**src/rtl/bs_sort_loader_if.sv**
```systemverilog
// bs_sort_loader_if: producer handshake, clear and read port of the sorted-table loader
// master: drives in_valid/in_data/clear/rd_addr; slave: drives in_ready/rd_data/count/full/sorted
interface bs_sort_loader_if #(parameter int ADDR_W = 5, parameter int DATA_W = 8);
  logic              in_valid;
  logic              in_ready;
  logic [DATA_W-1:0] in_data;
  logic              clear;
  logic [ADDR_W-1:0] rd_addr;
  logic [DATA_W-1:0] rd_data;
  logic [ADDR_W:0]   count;
  logic              full;
  logic              sorted;
  modport master (output in_valid, in_data, clear, rd_addr, input in_ready, rd_data, count, full, sorted);
  modport slave (input in_valid, in_data, clear, rd_addr, output in_ready, rd_data, count, full, sorted);
endinterface

```
**src/rtl/bs_sort_loader.sv**
```systemverilog
// bs_sort_loader: insertion-sorted 32x8 table fill stage with a registered read port
// ports: clk, reset_n (sync, active-low), bus (slave): valid/ready insert, clear, rd_addr->rd_data, count/full/sorted
module bs_sort_loader #(
  parameter int DEPTH  = 32,
  parameter int ADDR_W = 5,
  parameter int DATA_W = 8
) (
  input logic clk,
  input logic reset_n,
  bs_sort_loader_if.slave bus
);
  typedef enum logic {IDLE, SHIFT} state_t;
  state_t            state_q, state_d;
  logic [DATA_W-1:0] mem_q [DEPTH];
  logic [DATA_W-1:0] mem_d [DEPTH];
  logic [DATA_W-1:0] v_q, v_d, rd_data_q, rd_data_d;
  logic [ADDR_W-1:0] p_q, p_d;
  logic [ADDR_W:0]   count_q, count_d;
  logic              full, accept, move;
  assign full         = count_q == (ADDR_W+1)'(DEPTH);
  assign bus.in_ready = reset_n && state_q == IDLE && !full && !bus.clear;
  assign bus.sorted   = !reset_n || state_q == IDLE;
  assign bus.full     = full;
  assign bus.count    = count_q;
  assign bus.rd_data  = rd_data_q;
  assign accept       = bus.in_valid && bus.in_ready;
  // entry above the hole is strictly greater: shift it up, so equal values stay ahead of v
  assign move         = p_q != '0 && mem_q[p_q - 1'b1] > v_q;
  always_comb begin
    mem_d     = mem_q;
    state_d   = state_q;
    v_d       = v_q;
    p_d       = p_q;
    count_d   = count_q;
    rd_data_d = mem_q[bus.rd_addr];
    if (bus.clear) begin
      for (int i = 0; i < DEPTH; i++) mem_d[i] = '1;
      count_d = '0;
      state_d = IDLE;
    end else if (state_q == SHIFT) begin
      mem_d[p_q] = move ? mem_q[p_q - 1'b1] : v_q;
      p_d        = move ? p_q - 1'b1 : p_q;
      count_d    = move ? count_q : count_q + 1'b1;
      state_d    = move ? SHIFT : IDLE;
    end else if (accept) begin
      v_d     = bus.in_data;
      p_d     = count_q[ADDR_W-1:0];
      state_d = SHIFT;
    end
  end
  always_ff @(posedge clk) begin
    if (!reset_n) begin
      for (int i = 0; i < DEPTH; i++) mem_q[i] <= '1;
      state_q   <= IDLE;
      v_q       <= '0;
      p_q       <= '0;
      count_q   <= '0;
      rd_data_q <= '1;
    end else begin
      mem_q     <= mem_d;
      state_q   <= state_d;
      v_q       <= v_d;
      p_q       <= p_d;
      count_q   <= count_d;
      rd_data_q <= rd_data_d;
    end
  end
endmodule

```
**src/flat_wrapper.sv**
```systemverilog
// flat-port wrapper written by rule: the top's interface ports become plain ports
module bs_sort_loader_flat 
#(
  parameter int DEPTH  = 32,
  parameter int ADDR_W = 5,
  parameter int DATA_W = 8
)
  (clk, reset_n, bus_in_valid, bus_in_data, bus_clear, bus_rd_addr, bus_in_ready, bus_rd_data, bus_count, bus_full, bus_sorted);
  bs_sort_loader_if #(.ADDR_W(ADDR_W), .DATA_W(DATA_W)) bus_i ();
  input logic clk;
  input logic reset_n;
  input wire logic [$bits(bus_i.in_valid)-1:0] bus_in_valid;
  input wire logic [$bits(bus_i.in_data)-1:0] bus_in_data;
  input wire logic [$bits(bus_i.clear)-1:0] bus_clear;
  input wire logic [$bits(bus_i.rd_addr)-1:0] bus_rd_addr;
  output wire logic [$bits(bus_i.in_ready)-1:0] bus_in_ready;
  output wire logic [$bits(bus_i.rd_data)-1:0] bus_rd_data;
  output wire logic [$bits(bus_i.count)-1:0] bus_count;
  output wire logic [$bits(bus_i.full)-1:0] bus_full;
  output wire logic [$bits(bus_i.sorted)-1:0] bus_sorted;
  assign bus_i.in_valid = bus_in_valid;
  assign bus_i.in_data = bus_in_data;
  assign bus_i.clear = bus_clear;
  assign bus_i.rd_addr = bus_rd_addr;
  assign bus_in_ready = bus_i.in_ready;
  assign bus_rd_data = bus_i.rd_data;
  assign bus_count = bus_i.count;
  assign bus_full = bus_i.full;
  assign bus_sorted = bus_i.sorted;
  bs_sort_loader #(.DEPTH(DEPTH), .ADDR_W(ADDR_W), .DATA_W(DATA_W)) u_core (.clk(clk), .reset_n(reset_n), .bus(bus_i));
endmodule
```
**config.mk**
```make
export PLATFORM = sky130hd
export DESIGN_NAME = bs_sort_loader_flat
export DESIGN_NICKNAME = d
export VERILOG_FILES = /design/src/rtl/bs_sort_loader_if.sv /design/src/rtl/bs_sort_loader.sv /design/src/flat_wrapper.sv
export SDC_FILE = /design/constraint.sdc
export NUM_CORES = 1
export LEC_CHECK = 0
export ABC_CLOCK_PERIOD_IN_PS = 5700
export CAP_MARGIN = 20
export CELL_PAD_IN_SITES_DETAIL_PLACEMENT = 0
export CELL_PAD_IN_SITES_GLOBAL_PLACEMENT = 2
export CORE_ASPECT_RATIO = 1.5
export CORE_MARGIN = 5
export CORE_UTILIZATION = 37
export CTS_CLUSTER_DIAMETER = 150
export DETAILED_ROUTE_END_ITERATION = 8
export DONT_BUFFER_PORTS = 1
export PLACE_DENSITY_LB_ADDON = 0.1
export SYNTH_ARGS = -nofsm -noshare
export SYNTH_HDL_FRONTEND = slang
export SYNTH_SLANG_ARGS = --single-unit
```
**constraint.sdc**
```tcl
create_clock -name clk -period 5.7 [get_ports clk]
set_clock_uncertainty 0.05 [all_clocks]
set_input_delay 0.285 -clock clk [delete_from_list [all_inputs] [get_ports clk]]
set_output_delay 0.285 -clock clk [all_outputs]
set_load 0.1 [all_outputs]
```
After elaboration in Yosys (flattened, before gate mapping) --
Index checks and enable logic that the tools add are counted.
Cells by class: magnitude comparators 5, reductions and logical operators 16, add/subtract/negate cells 2, bitwise logic cells 7, equality and inequality tests 2, multiplexer cells 16
Operator list (count):
- 256-bit bitwise mux | 1
- 8-bit binary-select mux with 5-bit select | 2
- 8-bit 2-to-1 mux | 6
- 8-bit demux with 5-bit select | 1
- 6-bit greater-or-equal comparator (second input constant) | 3
- 5-bit NOT with 6-bit output | 3
- 5-bit 2-to-1 mux | 3
- 8-bit greater-than comparator | 1
- 6-bit by 1-bit adder with 6-bit output (second input constant) | 1
- 6-bit equality test (second input constant) | 1
- 1-bit logical AND | 6
- 6-bit by 1-bit < comparator with 1-bit output (second input constant) | 1
- 3-bit AND reduction | 2
- 5-bit nonzero test | 1
- 5-bit by 1-bit subtractor with 5-bit output (second input constant) | 1
- 1-bit NOT | 4
- 1-bit logical NOT | 3
- 1-bit 2-to-1 mux | 3
- 2-bit != test (second input constant) | 1
- 2-bit AND reduction | 1
- 2-bit nonzero test | 1
- 2-bit OR reduction | 1
- 1-bit logical OR | 1
Storage, ports and cells: output and inout bits 17, input bits 17, logic and storage cells 85, bits in registers 284

Logic depth before layout (Yosys ltp) --
word-level depth 9, gate-level depth with buffers 24

Worst setup path before layout --
Ideal clock, no wire load.
path type reg-to-reg, from register u_core.p_q[0], to register u_core.count_q[2], in the netlist u_core.bus.count[2], slack 0.924 ns, arrival time 4.609 ns, period minus slack after synthesis 4.776 ns, cell stages (with the launch flop) 23, cell sequence dfxtp_1 -> buf_6 -> buf_8 -> buf_6 -> inv_1 -> ha_1 -> buf_4 -> clkbuf_1 -> mux4_2 -> mux2_2 -> a21oi_1 -> a2111oi_4 -> buf_6 -> ha_1 -> a21oi_1 -> nor2b_1 -> nor3b_1 -> a2111o_1 -> clkbuf_1 -> clkbuf_1 -> clkbuf_1 -> a31oi_1 -> a41o_1
Between the ends: word-level cells in the longest chain between the ends 9
RTL lines:
- start, declared | RTL line bs_sort_loader.sv:17 | logic [ADDR_W-1:0] p_q, p_d;
- start signal, assigned | RTL line bs_sort_loader.sv:63 | p_q <= p_d;
- 5-bit by 1-bit subtractor with 5-bit output | RTL line bs_sort_loader.sv:28 | assign move = p_q != '0 && mem_q[p_q - 1'b1] > v_q;
- 5-bit NOT with 6-bit output (implied by the code) | RTL line bs_sort_loader.sv:28
- 8-bit binary-select mux with 5-bit select | RTL line bs_sort_loader.sv:28
- 8-bit 2-to-1 mux (implied by the code) (2 in a row) | RTL line bs_sort_loader.sv:28
- 8-bit greater-than comparator | RTL line bs_sort_loader.sv:28
- 1-bit logical AND * | RTL line bs_sort_loader.sv:28
- 1-bit NOT (no line) *
- 2-bit AND reduction (no line) *
- end signal, assigned | RTL line bs_sort_loader.sv:64 | count_q <= count_d;
- end, declared | RTL line bs_sort_loader.sv:18 | logic [ADDR_W:0] count_q, count_d;
Every way passes the cells marked *; elsewhere a longest branch is shown, timed or not. The select of a mux whose other input is x is not followed. A chain may end at the register's enable or synchronous reset.

Worst setup path in the final report --
from register u_core.p_q[1], to register u_core.mem_q[158] (netlist bit)
Between the ends: word-level cells in the longest chain between the ends 9
RTL lines:
- 5-bit by 1-bit subtractor with 5-bit output | RTL line bs_sort_loader.sv:28, bs_sort_loader.sv:41
- 5-bit NOT with 6-bit output (implied by the code) | RTL line bs_sort_loader.sv:28, bs_sort_loader.sv:41
- 8-bit binary-select mux with 5-bit select | RTL line bs_sort_loader.sv:28, bs_sort_loader.sv:41
- 8-bit 2-to-1 mux (implied by the code) (2 in a row) | RTL line bs_sort_loader.sv:28, bs_sort_loader.sv:41
- 8-bit greater-than comparator | RTL line bs_sort_loader.sv:28
- 1-bit logical AND | RTL line bs_sort_loader.sv:28
- 8-bit 2-to-1 mux | RTL line bs_sort_loader.sv:41 | mem_d[p_q] = move ? mem_q[p_q - 1'b1] : v_q;
- 256-bit bitwise mux * | RTL line bs_sort_loader.sv:41
- end signal, assigned | RTL line bs_sort_loader.sv:60 | mem_q <= mem_d;
- end, declared | RTL line bs_sort_loader.sv:14 | logic [DATA_W-1:0] mem_q [DEPTH];
Marked as above.

==> summary.md <==
| Metric | Value |
|---|---|
| CTS root buf | clkbuf_16 |
| Worst path depth | 16 |
| Post-synth EDFFs | 0 |
| Internal Power | 3.33 mW |
| Fill count | about 4,500 |
| Pwr dens | 233 nW/um^2 |
| Setup TNS | 0 ns |
| CP Class | reg -> reg |
| Core ar. | ~47,000 sq um |
| Top sig layer | met4 |
| Yosys top cell by area | dfxtp_1 |
| Post-Syn Area | ~17,000 sq um |
| Layout Nets | between 1,500 and 2,000 |
| Share of the synthesized area in the top cell type | 32.6% |
| Hold Path Stages | 3 |
| CP Launch Type | flop |
| Synthesized area per cell | roughly 9.7 sq um |
| Switching pwr | 1.11 mW |
| Most common cell in the netlist | dfxtp_1 |
| Metal-1 WL | about 30,000 microns |
| Outcome | completed |
| CTS tree | yes |
| Slew Viols, Final | 0 |
| Antenna Violating Nets Remaining | 0 |
| Detailed Place HPWL | roughly 43,000 microns |
| Tcrit/Tclk final | 85.0% |
| Die X | around 190 microns |
| Max clock buf depth | 3 |
| Final core utilization | 40.9% |
| Met3 wire length | roughly 4500 microns |
| Power Total | 4.44 mW |
| Mapped Nets | around 1,800 |
| TritonCTS Buffers | 34 |
| Final setup vio count | 0 |
| Net Sw Frac | between 20% and 30% |
| Max IR drop VDD | between 0.0002 and 0.00025 V |
| Synth top cells by count | 284 x dfxtp_1, 245 x nor4_1, 244 x nor3_1 |
| Initial antenna violation count | 0 |
| First-pass GRT wire length | roughly 110,000 microns |
| Port Buffer Count | 0 |
| ANT cells | 0 |
| Worst hold-check path type | in -> reg |
| Worst Max-Slew Pin Slew | ~1.1 ns |
| Vias per std cell | around 7.1 |
| DRT Wirelength | 72,000 microns |
| Htree depth | 2 |
| Area delta synth->final | 9.57% |
| Synth top area cells | dfxtp_1 33%, mux4_2 18%, a311oi_1 12% |
| CP Capture Type | flop |
| Grt total ovfl | 0 |
| Io pins | 34 |
| Total GRT Usage | roughly 27% |
| Clock transition at path regs | ~0.07 ns |
| Clock Power Share | 49.3% |
| FP Rows | 97 |
| Placer Congestion | between 0.8 and 0.9 |
| CP bufs+invs | 4 |
| Leakage | between 5 and 6 nW |
| Die Y | 276 microns |
| CP peak stage delay | 0.55 ns |
| Largest net degree at the start of global routing | 172 |
| Initial Utilization | 37.3% |
| Slowest CP cell | a2111o_2 |
| Via count | about 16,000 |
| Comb power frac | 5.3% |
| Yosys warns | 0 |
| Total die area | between 50,000 and 60,000 sq um |
| DRC | 0 |
| Fin crit period | 4.84 ns |
| Critical path arrival | slightly above 5 ns |
| F_max | 206 MHz |
| DR WL met2 | roughly 36,000 microns |
| Layout cells sized above 1 | 18.1% |
| RSZ-0062 raised after global routing | false |
| Cell family with most CP delay | compound AO/OA/AOI/OAI gates |
| Sequential cell area fraction in the yosys report | approximately a third |
| Cell depth of the worst flop-to-flop path | 16 |
| FF+latch count, synth | approximately 280 |
| Asr flop ratio synth | 0% |
| Mapped Cells | 1,803 |
| Worst skew pair latency | ~0.54 ns |
| WL/cell | 31.3 microns |
| Main synth FF type | dfxtp_1 |
| Max Fanout on Critical Path | a little over 90 |
| CTS sink cnt | between 200 and 300 |
| Max transition margin | about a quarter |
| Drt first-iter violations | between 1,500 and 2,000 |
| Unique masters post-synth | 58 |
| Critical path required time | around 6 ns |
| Sequential power share | a little under half |
| Maxcap violations | 0 |
| Critical path, cell by cell | inv_1 -> ha_1 -> nor3b_1 -> mux2i_1 -> a21oi_1 -> a2111oi_4 -> inv_2 -> ha_1 -> nand2b_1 -> a21oi_1 -> o21ai_0 -> a2111o_2 -> buf_4 -> buf_12 -> nor4_1 -> a311oi_1 |
| Vias in the first global route | between 15,000 and 20,000 |
| 1st-pass router iterations | 6 |
| Hold Fails Final Rpt | 0 |
kinds of logic (layout without fill, tap and decap cells):
kind of cell	count (synthesis)	count (layout)	share of synthesized area, %
simple gates	688	688	21.0
buf+inv	266	169	7.08
mux	179	179	20.2
xor+xnor	1	1	0.0933
flops	284	284	32.6
compound gates	370	370	17.9
fa+ha+maj	15	15	1.08
sequential cells by signal, summed over array words and instances (netlist names):
| register | count |
|---|---|
| u_core.mem_q | 256 |
| u_core.state_q | 1 |
| u_core.v_q | 8 |
| u_core.p_q | 5 |
| u_core.bus.count | 6 |
| u_core.bus.rd_data | 8 |
through the flow:
stage               cells  worst slack (ns)  cell area, sq um  hold slack (ns)
global placement     2220             0.928             17800            0.321
CTS                  2294             0.945             19000           0.0126
detailed placement   2224             0.969             17800            0.320
floorplan            1803             0.924             17400            0.380
finish               2300             0.855             19100           0.0232
global route         2300             0.612             19100           0.0186
worst min-delay path, delay by kind of cell:
kind	cells	cell delay, ns
AO/OA/AOI/OAI	2	0.19
AND/OR/NAND/NOR	1	0.07
power by group through the flow:
| stage | Combinational [mW] | Clock (mW) | Sequential [mW] |
|---|---|---|---|
| 3_3_place_gp | 0.215 | 0 | 2.06 |
| 5_1_grt | 0.247 | 2.29 | 2.02 |
| 6_report | 0.235 | 2.19 | 2.02 |
| 3_5_place_dp | 0.216 | 0 | 2.06 |
| 2_1_floorplan | 0.180 | 0 | 2.06 |
| 4_1_cts | 0.228 | 2.23 | 2.02 |
cell usage in the layout (no fill, tap or decap), types with 9 or more instances in the layout:
| cell type | instances |
|---|---|
| nand2_1 | 88 |
| dlygate4sd3_1 | 14 |
| o32ai_1 | 10 |
| buf_4 | 64 |
| clkbuf_1 | 14 |
| a311oi_1 | 238 |
| clkbuf_16 | 38 |
| mux2_2 | 19 |
| a211oi_1 | 17 |
| nor2b_1 | 16 |
| nand3_1 | 9 |
| buf_12 | 10 |
| nor4_1 | 245 |
| inv_1 | 15 |
| nor2_1 | 46 |
| mux4_2 | 136 |
| nor3_1 | 243 |
| ha_1 | 14 |
| mux2i_1 | 19 |
| dfxtp_1 | 283 |
| a21oi_1 | 50 |
| and2_1 | 10 |
| o21ai_0 | 13 |
path summary, 6_finish.rpt:
check / startpoint / end / slack [ns]
worst max-delay path: u_core.p_q[1] / u_core.mem_q[158] / 0.86
worst max register to register: u_core.p_q[1] / u_core.mem_q[158] / 0.86
worst min register to register: u_core.v_q[1] / u_core.v_q[1] / 0.45
worst min-delay path: bus_rd_addr[3] / u_core.bus.rd_data[2] / 0.02
final cells by class:
class	count	area [sq um]	area share [%]
clock buffers	54	1030	5.39
well taps	594	743	3.89
multi-input cells	1253	10600	55.4
inverters	16	60.1	0.314
repair buffers	97	961	5.03
clock inverters	2	35.0	0.183
flip-flops and latches	284	5690	29.8
repair_timing:
item / 4_1_cts / 5_1_grt
resized for setup: 0 / 0
buffers inserted: 0 / 0
hold buffers: 14 / 0
endpoints found under the hold margin: 25 / 0
layer usage:
metal	track usage [%]	up-vias
met5	0	-
met4	7.61	0
met3	3.67	110
met2	47.1	708
met1	35.3	8254
li1	-	7192
Power figures use the tool's default switching activity.
